[config.mk]
export PLATFORM = sky130hd
export DESIGN_NAME = msk_g16mul_rnd_feeder_flat
export DESIGN_NICKNAME = d
export VERILOG_FILES = /design/src/rtl/msk_g16mul_rnd_feeder_if.sv /design/src/rtl/msk_g16mul_rnd_feeder.sv /design/src/flat_wrapper.sv
export SDC_FILE = /design/constraint.sdc
export NUM_CORES = 1
export LEC_CHECK = 0
export BUFFER_PORTS_ARGS = -buffer_cell sky130_fd_sc_hd__buf_4
export CORE_ASPECT_RATIO = 1.75
export CORE_UTILIZATION = 40
export CTS_CLUSTER_DIAMETER = 100
export DETAILED_ROUTE_END_ITERATION = 10
export GPL_TIMING_DRIVEN = 1
export PLACE_DENSITY = 0.62
export SLEW_MARGIN = 40
export SYNTH_ARGS = -nofsm -noshare
export SYNTH_HDL_FRONTEND = slang
export SYNTH_SLANG_ARGS = --single-unit
[constraint.sdc]
create_clock -name clk -period 1.82 [get_ports clk]
set_clock_uncertainty 0.05 [all_clocks]
set_input_delay 0.364 -clock clk [delete_from_list [all_inputs] [get_ports clk]]
set_output_delay 0.364 -clock clk [all_outputs]
set_load 0.01 [all_outputs]
[src/rtl/msk_g16mul_rnd_feeder_if.sv]
// Handshake/data bundle between the PRNG/controller and the randomness feeder.
interface msk_g16mul_rnd_feeder_if #(
  parameter int W = 4
);
  logic [W-1:0] rnd_in;
  logic         rnd_in_valid;
  logic         rnd_in_ready;
  logic         start_valid;
  logic         start_ready;
  logic [W-1:0] rnd_ref;
  logic         ref_strobe;
  logic [W-1:0] rnd_mul;
  logic         mul_strobe;
  logic         res_valid;

  // Driver side: PRNG and request issuer.
  modport master (
    output rnd_in, rnd_in_valid, start_valid,
    input  rnd_in_ready, start_ready, rnd_ref, ref_strobe, rnd_mul, mul_strobe, res_valid
  );

  // Feeder side.
  modport slave (
    input  rnd_in, rnd_in_valid, start_valid,
    output rnd_in_ready, start_ready, rnd_ref, ref_strobe, rnd_mul, mul_strobe, res_valid
  );
endinterface

[src/rtl/msk_g16mul_rnd_feeder.sv]
// Randomness feeder for a G(16) HPC1 masked multiplier: buffers PRNG words in
// a 4-deep FIFO and, per request, hands the older word to the refresh stage
// and (after the refresh latency) the newer word to the DOM multiplication.
module msk_g16mul_rnd_feeder #(
  parameter int d       = 2,
  parameter int NR      = 1,
  parameter int REF_LAT = 1,
  localparam int W      = 4 * NR
) (
  input logic                   clk,
  input logic                   syn_rst,
  msk_g16mul_rnd_feeder_if.slave bus
);

  if (REF_LAT < 0 || REF_LAT > 7 || d < 1 || NR < 1) begin : g_bad_param
    $error("msk_g16mul_rnd_feeder: illegal parameter set");
  end

  logic [W-1:0] mem [4];
  logic [1:0]   wr_ptr, rd_ptr;
  logic [2:0]   count;
  logic         push, fire;

  logic [W-1:0] mul_pipe [REF_LAT+1];
  logic [REF_LAT:0] vld_pipe;

  logic [W-1:0] rnd_ref_q, rnd_mul_q;
  logic         ref_strobe_q, mul_strobe_q, res_valid_q;

  // Ready flags decode the registered count only; a pop never frees a slot
  // for a push in the same cycle.
  assign bus.rnd_in_ready = (count < 3'd4);
  assign bus.start_ready  = (count >= 3'd2);

  assign push = bus.rnd_in_valid & bus.rnd_in_ready;
  assign fire = bus.start_valid & bus.start_ready;

  // FIFO storage; contents are don't-care once the count drops past them.
  always_ff @(posedge clk) begin
    if (push) mem[wr_ptr] <= bus.rnd_in;
  end

  // FIFO pointers/count: one push and a two-word pop may coincide.
  always_ff @(posedge clk) begin
    if (syn_rst) begin
      wr_ptr <= '0;
      rd_ptr <= '0;
      count  <= '0;
    end else begin
      wr_ptr <= wr_ptr + {1'b0, push};
      rd_ptr <= rd_ptr + (fire ? 2'd2 : 2'd0);
      count  <= count + {2'b0, push} - (fire ? 3'd2 : 3'd0);
    end
  end

  // Refresh word goes out the cycle after the start; data is zero when idle.
  always_ff @(posedge clk) begin
    if (syn_rst) begin
      rnd_ref_q    <= '0;
      ref_strobe_q <= 1'b0;
    end else begin
      rnd_ref_q    <= fire ? mem[rd_ptr] : '0;
      ref_strobe_q <= fire;
    end
  end

  // Multiplication word rides a (1+REF_LAT)-deep pipe so it lines up with the
  // multiplier's DOM stage; zero data travels with a cleared flag.
  always_ff @(posedge clk) begin
    if (syn_rst) begin
      vld_pipe <= '0;
      for (int i = 0; i <= REF_LAT; i++) mul_pipe[i] <= '0;
    end else begin
      vld_pipe[0] <= fire;
      mul_pipe[0] <= fire ? mem[rd_ptr + 2'd1] : '0;
      for (int i = 1; i <= REF_LAT; i++) begin
        vld_pipe[i] <= vld_pipe[i-1];
        mul_pipe[i] <= mul_pipe[i-1];
      end
    end
  end

  // Registered multiplication output and the result-valid marker one cycle later.
  always_ff @(posedge clk) begin
    if (syn_rst) begin
      rnd_mul_q    <= '0;
      mul_strobe_q <= 1'b0;
      res_valid_q  <= 1'b0;
    end else begin
      rnd_mul_q    <= mul_pipe[REF_LAT];
      mul_strobe_q <= vld_pipe[REF_LAT];
      res_valid_q  <= mul_strobe_q;
    end
  end

  assign bus.rnd_ref    = rnd_ref_q;
  assign bus.ref_strobe = ref_strobe_q;
  assign bus.rnd_mul    = rnd_mul_q;
  assign bus.mul_strobe = mul_strobe_q;
  assign bus.res_valid  = res_valid_q;

endmodule

[src/flat_wrapper.sv]
// flat-port wrapper written by rule: the top's interface ports become plain ports
module msk_g16mul_rnd_feeder_flat 
#(
  parameter int d       = 2,
  parameter int NR      = 1,
  parameter int REF_LAT = 1,
  localparam int W      = 4 * NR
)
  (clk, syn_rst, bus_rnd_in, bus_rnd_in_valid, bus_start_valid, bus_rnd_in_ready, bus_start_ready, bus_rnd_ref, bus_ref_strobe, bus_rnd_mul, bus_mul_strobe, bus_res_valid);
  msk_g16mul_rnd_feeder_if #(.W((4 * NR))) bus_i ();
  input logic clk;
  input logic syn_rst;
  input wire logic [$bits(bus_i.rnd_in)-1:0] bus_rnd_in;
  input wire logic [$bits(bus_i.rnd_in_valid)-1:0] bus_rnd_in_valid;
  input wire logic [$bits(bus_i.start_valid)-1:0] bus_start_valid;
  output wire logic [$bits(bus_i.rnd_in_ready)-1:0] bus_rnd_in_ready;
  output wire logic [$bits(bus_i.start_ready)-1:0] bus_start_ready;
  output wire logic [$bits(bus_i.rnd_ref)-1:0] bus_rnd_ref;
  output wire logic [$bits(bus_i.ref_strobe)-1:0] bus_ref_strobe;
  output wire logic [$bits(bus_i.rnd_mul)-1:0] bus_rnd_mul;
  output wire logic [$bits(bus_i.mul_strobe)-1:0] bus_mul_strobe;
  output wire logic [$bits(bus_i.res_valid)-1:0] bus_res_valid;
  assign bus_i.rnd_in = bus_rnd_in;
  assign bus_i.rnd_in_valid = bus_rnd_in_valid;
  assign bus_i.start_valid = bus_start_valid;
  assign bus_rnd_in_ready = bus_i.rnd_in_ready;
  assign bus_start_ready = bus_i.start_ready;
  assign bus_rnd_ref = bus_i.rnd_ref;
  assign bus_ref_strobe = bus_i.ref_strobe;
  assign bus_rnd_mul = bus_i.rnd_mul;
  assign bus_mul_strobe = bus_i.mul_strobe;
  assign bus_res_valid = bus_i.res_valid;
  msk_g16mul_rnd_feeder #(.d(d), .NR(NR), .REF_LAT(REF_LAT)) u_core (.clk(clk), .syn_rst(syn_rst), .bus(bus_i));
endmodule
Word level (Yosys, flattened, before mapping)

Memories as Yosys holds them, arrays and structs flattened. A register that Yosys moved wholly into a read port is not among the register bits.
Cells that the tools add are included.
Widths: inputs -> output; s select.

Memory bits (read-only): 0
Bits in writable memories: 24
Register bits: 12
Output and inout port bits: 13
Logic and storage cells: 32
Latch bits: 0
Input port bits: 8
Memories kept: 2

Memories:

| memory          | words | bits a word | read ports | clocked after memory_dff | write ports | RTL line                    | RTL |
|---|---|---|---|---|---|---|---|
| u_core.mem      | 4     | 4           | 2          | 1                        | 1           | msk_g16mul_rnd_feeder.sv:19 | `logic [W-1:0] mem [4];` |
| u_core.mul_pipe | 2     | 4           | 2          | 1                        | 2           | msk_g16mul_rnd_feeder.sv:24 | `logic [W-1:0] mul_pipe [REF_LAT+1];` |

Reductions and logical operators: 1
Mux-type cells: 10
Add/sub/neg operators: 5
Divide/modulo/power cells: 0
$lt $le $gt $ge: 2
Shifts and indexed selects: 0
Eq/ne operators: 0
Bitwise operators: 5
Multiply operators: 0

Operators by type and width:

| cell                | count |
|---|---|
| $mux 4              | 3 |
| $mux 1              | 5 |
| $mux 2              | 2 |
| $add 3x1->3         | 1 |
| $ge 3x2->1 const B  | 1 |
| $lt 3x3->1 const B  | 1 |
| $sub 3x3->3         | 1 |
| $add 2x1->2         | 1 |
| $add 2x1->2 const B | 1 |
| $add 2x2->2         | 1 |
| $and 1x1->1         | 2 |
| $or 1x1->1          | 2 |
| $reduce_or 2->1     | 1 |
| $not 1->1           | 1 |

Logic depth before layout (Yosys ltp)

Depth after elaboration: 4
Depth in mapped cells: 7
Gate-level depth less buffers: 6

Worst setup path after synthesis

OpenSTA, ideal clock, no wires.

Path kind: register to register
Start: register u_core.count[2]
End: register u_core.count[2]
Required time: 1706 ps
Cell stages (with the launch flop): 8
Period minus slack after synthesis: 1522 ps
Path buffers: 1
Path slack: 298 ps
Data arrival time: 1408 ps
Library setup time: 64 ps
Path through: dfxtp_1 > o21ai_0 > buf_4 > ha_1 > inv_1 > ha_1 > xnor3_1 > nor2_1

Cells in the longest elaborated chain, start to end: 4
Elaborated cells on any way between the ends: 7
Those cells by class: add/sub (2); order compare (2); mux (1); bitwise (2)

RTL lines:

| item                                            | RTL line                                                 | RTL |
|---|---|---|
| from (decl)                                     | msk_g16mul_rnd_feeder.sv:21                              | `logic [2:0] count;` |
| from (signal assigned)                          | msk_g16mul_rnd_feeder.sv:52                              | `count <= count + {2'b0, push} - (fire ? 3'd2 : 3'd0);` |
| $lt 3x3->1 / $ge 3x2->1 (equally long branches) | msk_g16mul_rnd_feeder.sv:32, msk_g16mul_rnd_feeder.sv:33 |  |
| $and 1x1->1, on equally long branches           | msk_g16mul_rnd_feeder.sv:35, msk_g16mul_rnd_feeder.sv:36 |  |
| $add 3x1->3 / $mux 2 (equally long branches)    | msk_g16mul_rnd_feeder.sv:52                              |  |
| $sub 3x3->3 *                                   | msk_g16mul_rnd_feeder.sv:52                              |  |

Every way passes the cells marked *; elsewhere a longest branch is shown, timed or not.
A chain may end at the register's enable or synchronous reset.

Worst setup path after layout

Start: register u_core.count[2]
End: output bus_start_ready

Cells in the longest elaborated chain, start to end: 1

RTL lines:

| item       | RTL line                    | RTL |
|---|---|---|
| $ge 3x2->1 | msk_g16mul_rnd_feeder.sv:33 | `assign bus.start_ready = (count >= 3'd2);` |
| to (decl)  | flat_wrapper.sv:17          | `output wire logic [$bits(bus_i.start_ready)-1:0] bus_start_ready;` |

No other way between the ends.

==> impl_metrics.env <==
export IMPL_finalCritPeriodShare=0.8138
export IMPL_grt_pass1_wl_um=3022
export IMPL_swShare=0.2396
export IMPL_rsz0062_at_grt="false"
export IMPL_fillers=316
export IMPL_antenna_left=0
export IMPL_wl_per_cell_um=10.84
export IMPL_synth_common_cells="26 x dfxtp_1, 16 x edfxtp_1, 15 x nor2b_1"
export IMPL_synth_edf_count=16
export IMPL_setup_viol=0
export IMPL_drt_wl_total_um=1832
export IMPL_seqPwrFrac=0.543
export IMPL_cp_end_kind="primary output"
export IMPL_core_mm2=0.003363
export IMPL_die_area_mm2=0.003769
export IMPL_netlist_area_mm2=0.001408
export IMPL_netlist_area_leader_share=0.3698
export IMPL_cp_startpoint="u_core.count[2]"
export IMPL_synthArstFlopShare=0
export IMPL_synth_top_family_by_area="simple AND/OR/NAND/NOR gates"
export IMPL_ys_ff_latch=42
export IMPL_slew_headroom=0.6642
export IMPL_die_h_um=80.48
export IMPL_die_w_um=46.84
export IMPL_synthTopCellsByArea="dfxtp_1 37%, edfxtp_1 34%, nor2b_1 6.7%, mux2i_1 5.7%, ha_1 3.6%"
export IMPL_cts_sinks=42
export IMPL_yosysWarnings=0
export IMPL_worstSetupStartpointType="register"
export IMPL_cp_slowest_cell="dfxtp_1"
export IMPL_pwr_share_comb=0.178
export IMPL_cts_root_buf="clkbuf_8"
export IMPL_area_growth_pct=20.27
export IMPL_grt_ovfl_total=0
export IMPL_cts_buffers=5
export IMPL_synthesis_nets=111
export IMPL_arrival_ps=1070
export IMPL_grt_usage=0.1200
export IMPL_pre_cts_ws_ps=226.1
export IMPL_fin_ws_ps=339.0
export IMPL_nets=135
export IMPL_slowest_delay_ps=340
export IMPL_use_met3=0.06067
export IMPL_synth_simple_area_share=0.1351
export IMPL_drv_cap=0
export IMPL_synthXorXnorAreaFrac=0.02222
export IMPL_final_setup_tns_ps=0
export IMPL_regToRegSetupSlack_ps=340
export IMPL_intPower_mw=1.604
export IMPL_num_vias=745
export IMPL_worstMarginPinSlew_ps=503.1
export IMPL_start_util=0.4185
export IMPL_synth_flop_cell="dfxtp_1"
export IMPL_port_buffers=20
export IMPL_drive_gt1_frac=0.2500
export IMPL_p_per_area_mw_per_mm2=1246
export IMPL_finalMaxSlewViolations=0
export IMPL_final_util=0.5033
export IMPL_place_congestion=0.6317
export IMPL_rows=28
export IMPL_holdWs_ps=223.7
export IMPL_hp_class="in -> reg"
export IMPL_post_dp_hpwl_um=1307
export IMPL_clkLatencyLatePin_ps=290
export IMPL_ys_seq_area_frac=0.7111
export IMPL_busiest_layer="met2"
export IMPL_hold_buffers=0
export IMPL_clockPowerShare=0.279
export IMPL_grtUsageMet2=0.1819
export IMPL_ioPinCount=21
export IMPL_antenna_found_initial=0
export IMPL_p_leak_nw=0.6749
export IMPL_clk_pin_slew_worst_paths_ps=70
export IMPL_crit_fanout=5
export IMPL_ctsResizeCount=0
export IMPL_cts_tree="built"
export IMPL_grt_pass1_vias=656
export IMPL_synthAdderAreaFrac=0.03556
export IMPL_synthMuxAreaShare=0.06489
export IMPL_crit_path_cell_trace="or2_2 -> buf_4"
export IMPL_antennaDiodeCount=0
export IMPL_met1_usage=0.1250
export IMPL_grt_max_degree=28
export IMPL_synth_cell_types=19
export IMPL_drtPass1Iterations=2
export IMPL_crit_reg2reg_capture="u_core.count[2]"
export IMPL_syn_instance_count=99
export IMPL_finalHoldViolCount=0
export IMPL_p_total_mw=2.109
export IMPL_h_tree_depth=2
export IMPL_r2r_start="u_core.count[2]"
export IMPL_vias_per_cell=4.408
export IMPL_yosys_area_top_type="dfxtp_1"
export IMPL_status="finished clean"
export IMPL_drtIter0Drc=7
export IMPL_vdd_drop_max_mv=0.8288
export IMPL_period_needed_ps=1481
export IMPL_cts_buffer_depth=2
export IMPL_crit_path_end="bus_start_ready"
export IMPL_yosysMostFrequentCell="dfxtp_1"
export IMPL_critical_path_class="reg -> out"
export IMPL_switchingPower_mw=0.5054
export IMPL_drc=0
export IMPL_post_cts_setup_buffer_count=0
export IMPL_rr_worst_depth=6
export IMPL_syn_area_per_cell_um2=14.22
export IMPL_synth_compound_area_frac=0.003556
export IMPL_max_freq_mhz=675.2
export IMPL_cp_required_ps=1410
[worst min-delay path by stage]
stage	slack (ps)	cells past startpoint	from	end
after floorplan	360	1	u_core.vld_pipe[1]	u_core.bus.mul_strobe
after global placement	370	1	u_core.mul_pipe[0][1]	u_core.mul_pipe[1][1]
after detailed placement	380	1	u_core.mul_pipe[0][0]	u_core.mul_pipe[1][0]
after CTS	220	1	bus_rnd_in[2]	u_core.mem[2][2]
after global routing	210	1	bus_rnd_in[2]	u_core.mem[0][2]
final	220	1	bus_rnd_in[3]	u_core.mem[3][3]
[power groups by stage]
stage          logic (mW)  registers (mW)  clock network (mW)
2_1_floorplan       0.285            1.14                   0
3_3_place_gp        0.368            1.16                   0
3_5_place_dp        0.384            1.17                   0
4_1_cts             0.386            1.15               0.612
5_1_grt             0.424            1.16               0.653
6_report            0.376            1.14               0.589
[per-stage QoR]
stage / area (µm²) / std cells
global route: 1693 / 169
detailed placement: 1602 / 161
floorplan: 1408 / 99
finish: 1693 / 169
CTS: 1693 / 169
global placement: 1602 / 161
[worst max-delay path: cells and delay by family, from the launching register on]
family        cells  cell delay [ps]
flops             1              340
buf+inv           1              140
simple gates      1              290
[registers in the layout, indices dropped and copies added (netlist names)]
name and flops:
u_core.wr_ptr 2, u_core.count 3, u_core.bus.mul_strobe 1, u_core.bus.rnd_ref 4
u_core.mul_pipe 8, u_core.bus.rnd_mul 4, u_core.mem 16, u_core.bus.res_valid 1
u_core.vld_pipe 2, u_core.rd_ptr 1
[layer usage]
layer  vias to the layer above  wire (µm)
met5                         -          0
met4                         0         48
met3                         7        107
met2                        17        991
met1                       339        684
li1                        382          -
[kinds of logic (layout without fill, tap and decap cells)]
| logic type | Yosys count | after routing |
|---|---|---|
| buf+inv | 8 | 33 |
| flops | 42 | 42 |
| mux | 9 | 9 |
| compound gates | 1 | 1 |
| simple gates | 33 | 33 |
| fa+ha+maj | 4 | 4 |
| xor+xnor | 2 | 2 |
[cell usage in the layout, fill, tap and decap left out]
cell	instances
or2_2	1
clkbuf_1	1
and3b_1	2
mux2_2	1
nor3b_1	1
nor3_1	8
buf_4	22
nor2_1	5
edfxtp_1	16
dfxtp_1	26
xnor2_1	1
clkinv_2	1
xnor3_1	1
clkbuf_8	6
ha_1	4
mux2i_1	8
inv_1	3
o21ai_0	1
nor2b_1	15
and3_1	1
[area by class of cell]
class / instances / area [µm²] / area share
Sequential cell: 42 / 1001 / 0.5913
Multi-Input combinational cell: 49 / 367.9 / 0.2173
Timing Repair Buffer: 22 / 165.2 / 0.09756
Clock buffer: 7 / 86.33 / 0.05100
Tap cell: 45 / 56.30 / 0.03326
Inverter: 3 / 11.26 / 0.006652
Clock inverter: 1 / 5.005 / 0.002956
Note: power is estimated with default switching activity, not from simulation.
